File: src/rtl/regfile_mp_pkg.sv
// Shared defaults, address-width helper and sequencer state encoding for regfile_mp.
// Optional build macro used by this block: REGFILE_BYPASS_EN (same-cycle write-to-read forwarding).
package regfile_mp_pkg;

  localparam int RF_XLEN  = 32;
  localparam int RF_NREGS = 32;

  typedef enum logic {
    RF_INIT = 1'b0,
    RF_RUN  = 1'b1
  } rf_state_e;

  function automatic int rf_aw(input int nregs);
    return $clog2(nregs);
  endfunction

endpackage

File: src/rtl/regfile_clear_seq.sv
// Post-reset clear sequencer: sweeps every register index once, writing zero, then enters RUN.
module regfile_clear_seq
  import regfile_mp_pkg::*;
#(
  parameter  int NREGS = RF_NREGS,
  localparam int AW    = rf_aw(NREGS)
) (
  input  logic          clk,
  input  logic          rst,
  output logic          init_done,
  output logic          clr_we,
  output logic [AW-1:0] clr_addr
);

  rf_state_e     state, state_nxt;
  logic [AW-1:0] idx, idx_nxt;

  always_ff @(posedge clk) begin
    if (rst) begin
      state <= RF_INIT;
      idx   <= '0;
    end else begin
      state <= state_nxt;
      idx   <= idx_nxt;
    end
  end

  // NOTE: every variable driven here gets a default first, so no path can leave it unassigned and infer a latch.
  always_comb begin
    state_nxt = state;
    idx_nxt   = idx;
    clr_we    = 1'b0;
    unique case (state)
      RF_INIT: begin
        clr_we = 1'b1;
        if (idx == AW'(NREGS - 1)) state_nxt = RF_RUN;
        else                       idx_nxt   = idx + 1'b1;
      end
      RF_RUN: ;
      default: state_nxt = RF_INIT;
    endcase
  end

  assign clr_addr  = idx;
  assign init_done = (state == RF_RUN);

endmodule

File: src/rtl/regfile_mp.sv
// Multi-port register file with busy scoreboard and post-reset clear sweep.
// Optional build macro: REGFILE_BYPASS_EN forwards same-cycle writes to the read ports.
module regfile_mp
  import regfile_mp_pkg::*;
#(
  parameter  int XLEN  = RF_XLEN,
  parameter  int NREGS = RF_NREGS,
  parameter  int NRD   = 2,
  parameter  int NWR   = 2,
  localparam int AW    = rf_aw(NREGS)
) (
  input  logic              clk,
  input  logic              rst,
  output logic              init_done,
  input  logic [NWR-1:0]    wr_en,
  input  logic [NWR*AW-1:0] wr_addr,
  input  logic [NWR*XLEN-1:0] wr_data,
  input  logic [NRD-1:0]    rd_en,
  input  logic [NRD*AW-1:0] rd_addr,
  output logic [NRD*XLEN-1:0] rd_data,
  output logic [NRD-1:0]    rd_busy,
  input  logic              alloc_en,
  input  logic [AW-1:0]     alloc_addr
);

  logic          clr_we;
  logic [AW-1:0] clr_addr;

  regfile_clear_seq #(.NREGS(NREGS)) u_clear_seq (
    .clk       (clk),
    .rst       (rst),
    .init_done (init_done),
    .clr_we    (clr_we),
    .clr_addr  (clr_addr)
  );

  // NOTE: storage deliberately has no reset so it maps onto RAM; the clear sweep zeroes it instead.
  logic [XLEN-1:0] regs [NREGS];

  // Lanes are visited in ascending order, so the highest matching lane's assignment lands last.
  always_ff @(posedge clk) begin
    if (clr_we) begin
      regs[clr_addr] <= '0;
    end else if (init_done && !rst) begin
      for (int i = 0; i < NWR; i++) begin
        if (wr_en[i] && wr_addr[i*AW +: AW] != '0)
          regs[wr_addr[i*AW +: AW]] <= wr_data[i*XLEN +: XLEN];
      end
    end
  end

  logic [NREGS-1:0] busy, busy_nxt;

  // Alloc is applied after the write clears so a same-cycle new producer keeps the bit set.
  always_comb begin
    busy_nxt = busy;
    for (int i = 0; i < NWR; i++) begin
      if (wr_en[i]) busy_nxt[wr_addr[i*AW +: AW]] = 1'b0;
    end
    if (alloc_en) busy_nxt[alloc_addr] = 1'b1;
    busy_nxt[0] = 1'b0;
  end

  always_ff @(posedge clk) begin
    if (rst)            busy <= '0;
    else if (init_done) busy <= busy_nxt;
  end

  always_comb begin
    rd_data = '0;
    rd_busy = '0;
    for (int j = 0; j < NRD; j++) begin
      if (init_done && rd_en[j] && rd_addr[j*AW +: AW] != '0) begin
        rd_data[j*XLEN +: XLEN] = regs[rd_addr[j*AW +: AW]];
        rd_busy[j]              = busy[rd_addr[j*AW +: AW]];
`ifdef REGFILE_BYPASS_EN
        for (int i = 0; i < NWR; i++) begin
          if (wr_en[i] && wr_addr[i*AW +: AW] == rd_addr[j*AW +: AW]) begin
            rd_data[j*XLEN +: XLEN] = wr_data[i*XLEN +: XLEN];
            rd_busy[j]              = 1'b0;
          end
        end
`endif
      end
    end
  end

endmodule
File: config.mk
export PLATFORM = sky130hd
export DESIGN_NAME = regfile_mp
export DESIGN_NICKNAME = d
export VERILOG_FILES = /design/src/rtl/regfile_mp_pkg.sv /design/src/rtl/regfile_clear_seq.sv /design/src/rtl/regfile_mp.sv
export SDC_FILE = /design/constraint.sdc
export NUM_CORES = 2
export LEC_CHECK = 0
export ABC_AREA = 1
export CAP_MARGIN = 25
export CORE_AREA = 4 4 358 625
export CTS_BUF_LIST = sky130_fd_sc_hd__clkbuf_4 sky130_fd_sc_hd__clkbuf_8
export DETAILED_ROUTE_END_ITERATION = 8
export DIE_AREA = 0 0 362 629
export HOLD_SLACK_MARGIN = 0.1
export PLACE_DENSITY = 0.42
export SETUP_SLACK_MARGIN = 0.02
export SYNTH_ARGS = -nofsm -noshare
export SYNTH_HDL_FRONTEND = slang
export SYNTH_HIERARCHICAL = 1
export SYNTH_SLANG_ARGS = --single-unit
File: constraint.sdc
create_clock -name clk -period 5.7 [get_ports clk]
set_input_delay 0.57 -clock clk [delete_from_list [all_inputs] [get_ports clk]]
set_output_delay 0.57 -clock clk [all_outputs]
set_load 0.03 [all_outputs]
==> reports/results.txt <==
The run finished with clean final reports. For the max-slew violation count, the log shows 0. The worst-case headroom to the max-slew limit is 22.9%, and the combinational fraction of design power is 11.5%. In this run the static leakage power is 26.5 nW.

The multi-input combinational cells in the finished layout cover a total of 0.0288 mm². After detailed routing, the wire length on met1 is 126 mm. The post-synthesis cell area is 0.0654 mm².

Synthesis inferred 1061 register bits. Path category of the worst min-delay check: in -> reg. In this run the biggest area consumer among cell types represents 47.0% of the synthesized area. During I/O placement, the number of pins put on the boundary was 163. In the detailed route, the total length drawn on met2 is 164 mm. The largest driver fanout on the critical path was 30. CTS saw 1061 sinks.

The via count of the first global-routing pass is 60600, and the total of buffers placed on input and output ports is 162. The insertion delay of the later-clocked pin in the worst-skew pair was 0.97 ns. The tools report the number of antenna violations at the first check in global routing as 4. After detailed routing, the number of vias per cell comes to 5.58.

No sink is reached through more buffers than the 4 on the longest clock path. The number of different library cells used by synthesis comes to 31. The floorplan step defined a core boundary enclosing 0.218 mm².

The total vias in the final route came out at 63700. Global placer's final weighted congestion: 0.862. The run gives 0 as the hold violation count in the final report.

VDD sags by at most 0.138 mV. After detailed routing, the number of remaining DRC violations is 0. The die width was 362 µm; the total internal power was 0.0126 W. Relative to the synthesized area, the layout overhead comes to 12.3%.

The tools report the endpoint class of the critical path as an output port. The first global-routing pass estimated 462 mm of wire. Post-synthesis cell type with the largest combined area: sky130_fd_sc_hd__edfxtp_1. Summed over all nets, the switching power comes to 0.00506 W.

The cell chosen for the clock root is sky130_fd_sc_hd__clkbuf_8. Of the total power, registers draw 48.4%. The final layout contains routed wiring with a total length of 335 mm. In this design, the stage delay of the slowest critical-path cell is 0.74 ns. In this run, CTS created clock tree buffers numbering 185. Entering global routing, the biggest net connects 161 pins. Global routing finished with a remaining overflow of 0. The worst path in the final design needs a cycle of 4.64 ns, including I/O delays and setup. The clock arrives with 0.0332 ns of skew.

The routed wire length per instance came out at 29.3 µm. By area the synthesized netlist is led by sky130_fd_sc_hd__edfxtp_1 (47%), sky130_fd_sc_hd__nand2_1 (18%), sky130_fd_sc_hd__o21ai_0 (7.8%). The clock-pin transition on the worst setup and hold timing paths was 0.06 ns. The wire-length estimate of the detail-placed layout is 199 mm. The highest routed metal layer was met4. After clock tree synthesis, the flow added hold-fix buffers numbering 0. Across the run, the number of max-cap violations was 0.

First-pass iteration count of the detailed router: 6. The post-synthesis instance total is 8706. TritonCTS built the clock tree. After synthesis, flip-flops and latches occupy 48.2% of the total area. After filler insertion, the fill cell instance count of the layout stands at 22700. Worst slack after detailed placement: 1.10 ns.

The worst setup path is of the in -> out kind. The arrival time of data at the critical path endpoint came out at 4.07 ns. Net switching is 28.7% of the power. Summing all flip-flop and latch instances after layout gives 0.0315 mm². The share of post-route cells with drive strength above 1 was 7.63%; the required time of the critical path was 5.13 ns. Setup violations remaining at the end of the flow were counted as 0. Once the clock tree was built, the resizer swapped 0 gates to a different size. Summed over all nets, wire length on met3 after detailed routing comes to 22.8 mm.

Counting every net in the synthesized netlist gives 8804. The critical path goes through clkbuf_8 -> inv_1 -> nand2_4 -> buf_4 -> a21oi_1 -> a21oi_1 -> nand2_1 -> nand3_1 -> nand2_1 -> nor2_1 -> clkdlybuf4s50_1. The H-tree level count is 4, and the per-instance average area after synthesis is 7.51 µm². For the post-route worst setup slack, the log shows 1.06 ns. In this run, the clock network consumes 40.2% of the power. The logs give 7233 for the violation count after the first detailed-routing iteration and 8538 for the number of nets in the layout. The initialized floorplan defines 227 standard-cell rows. During synthesis, Yosys emitted a total of 6 warnings. The tools report the setup fix buffers added after clock tree synthesis as 0. Setup repair after global routing left no endpoint under its margin.

The transition at the pin with the smallest max-transition slack is 1.16 ns. The worst path uses 81.5% of the clock period. The die is 629 µm tall. The setup TNS after final layout was 0 ns; the initial cell density of the core was 29.9%. The post-route antenna net violation count was 0; the share of the core filled with cells in the final layout was 33.6%.

On the critical path, the stage with the largest delay is an instance of sky130_fd_sc_hd__clkdlybuf4s50_1. The overall track demand over capacity in global routing is 28.3%. Static timing analysis puts the maximum clock frequency at 215 MHz. The element type at the critical path start was an input pin. The power per cell area is 241 mW/mm². The die covers 0.228 mm².
-- synth_stat cells (all sizes together) --
master and n:
ha 2, o211ai 266, nor2 422, nor3 17, nand4 9, and2 1
a21oi 572, dfxtp 37, nand2 3071, o21a 1, buf 430, inv 426
nand3 691, a31oi 13, clkbuf 422, o21ai 1297, edfxtp 1024, clkinv 3
o22ai 2
-- final timing paths --
| check | from | endpoint | slack (ns) | cells after the start |
|---|---|---|---|---|
| max | rd_addr[2] | rd_data[31] | 1.06 | 11 |
| min | wr_data[52] | regs[2][20] | 0.35 | 3 |
| max reg2reg | u_clear_seq/init_done | regs[25][28] | 1.88 | 8 |
| min reg2reg | busy[7] | busy[7] | 0.46 | 2 |
-- flip-flops by register name, indices dropped and copies added, names as in the netlist --
register	count
u_clear_seq/init_done	1
busy	31
regs	1024
u_clear_seq/clr_addr	5
-- metrics by stage --
stage               std cells  area, µm²  hold WS [ns]  power, W
CTS                     11400      73300         0.298    0.0178
global route            11400      73400         0.366    0.0182
detailed placement      11100      70000         0.456    0.0107
finish                  11400      73400         0.354    0.0177
global placement        11100      69400         0.453    0.0106
floorplan                8706      65400         0.433   0.00978
-- placed cells by master, fill, tap and decap left out, drive strengths merged --
master / count
o21ai: 1297
o22ai: 2
nand3: 691
ha: 2
inv: 427
o21a: 1
o211ai: 266
a31oi: 13
a21oi: 572
clkinvlp: 3
dfxtp: 37
nand4: 9
nor2: 422
clkbuf: 244
diode: 3
nand2: 3071
nor3: 17
bufinv: 3
edfxtp: 1024
buf: 256
and2: 1
clkdlybuf4s50: 142
clkinv: 53
-- metal layers --
layer	global-route usage [%]	vias up
met5	0	-
met2	49.5	3325
li1	-	28700
met3	3.46	879
met1	33.5	30800
met4	16.2	0
-- area by class of cell --
cell class	count	share of cell area [%]
clock inverters	57	0.457
inverters	429	2.23
multi-input cells	6364	39.2
diodes	3	0.0102
flip-flops and latches	1061	42.9
repair buffers	399	6.18
clock buffers	243	4.14
well taps	2862	4.88
-- worst max-delay path, delay by kind of cell --
family,cells,cell delay (ns)
AOI/OAI and AO/OA,2,0.28
and+or+nand+nor,5,1.05
buffers and inverters,4,2.07
-- power by group through the flow --
stage / clock (W) / combinational, W / sequential, W
finish: 0.00710 / 0.00202 / 0.00854
global route: 0.00752 / 0.00214 / 0.00854
CTS: 0.00724 / 0.00199 / 0.00854
detailed placement: 0 / 0.00199 / 0.00870
global placement: 0 / 0.00195 / 0.00870
floorplan: 0 / 0.00109 / 0.00870
-- kinds of logic (layout without fill, tap and decap cells) --
| kind of cell | count (synthesis) | count (layout) | share of synthesized area [%] |
|---|---|---|---|
| AO/OA/AOI/OAI | 2151 | 2151 | 17.5 |
| buffers and inverters | 1281 | 1128 | 8.57 |
| adder cells (fa/ha/maj) | 2 | 2 | 0.0383 |
| flip-flops | 1061 | 1061 | 48.2 |
| AND/OR/NAND/NOR | 4211 | 4211 | 25.7 |
| other | 0 | 3 | 0 |
(Power assumes the default switching activity.)
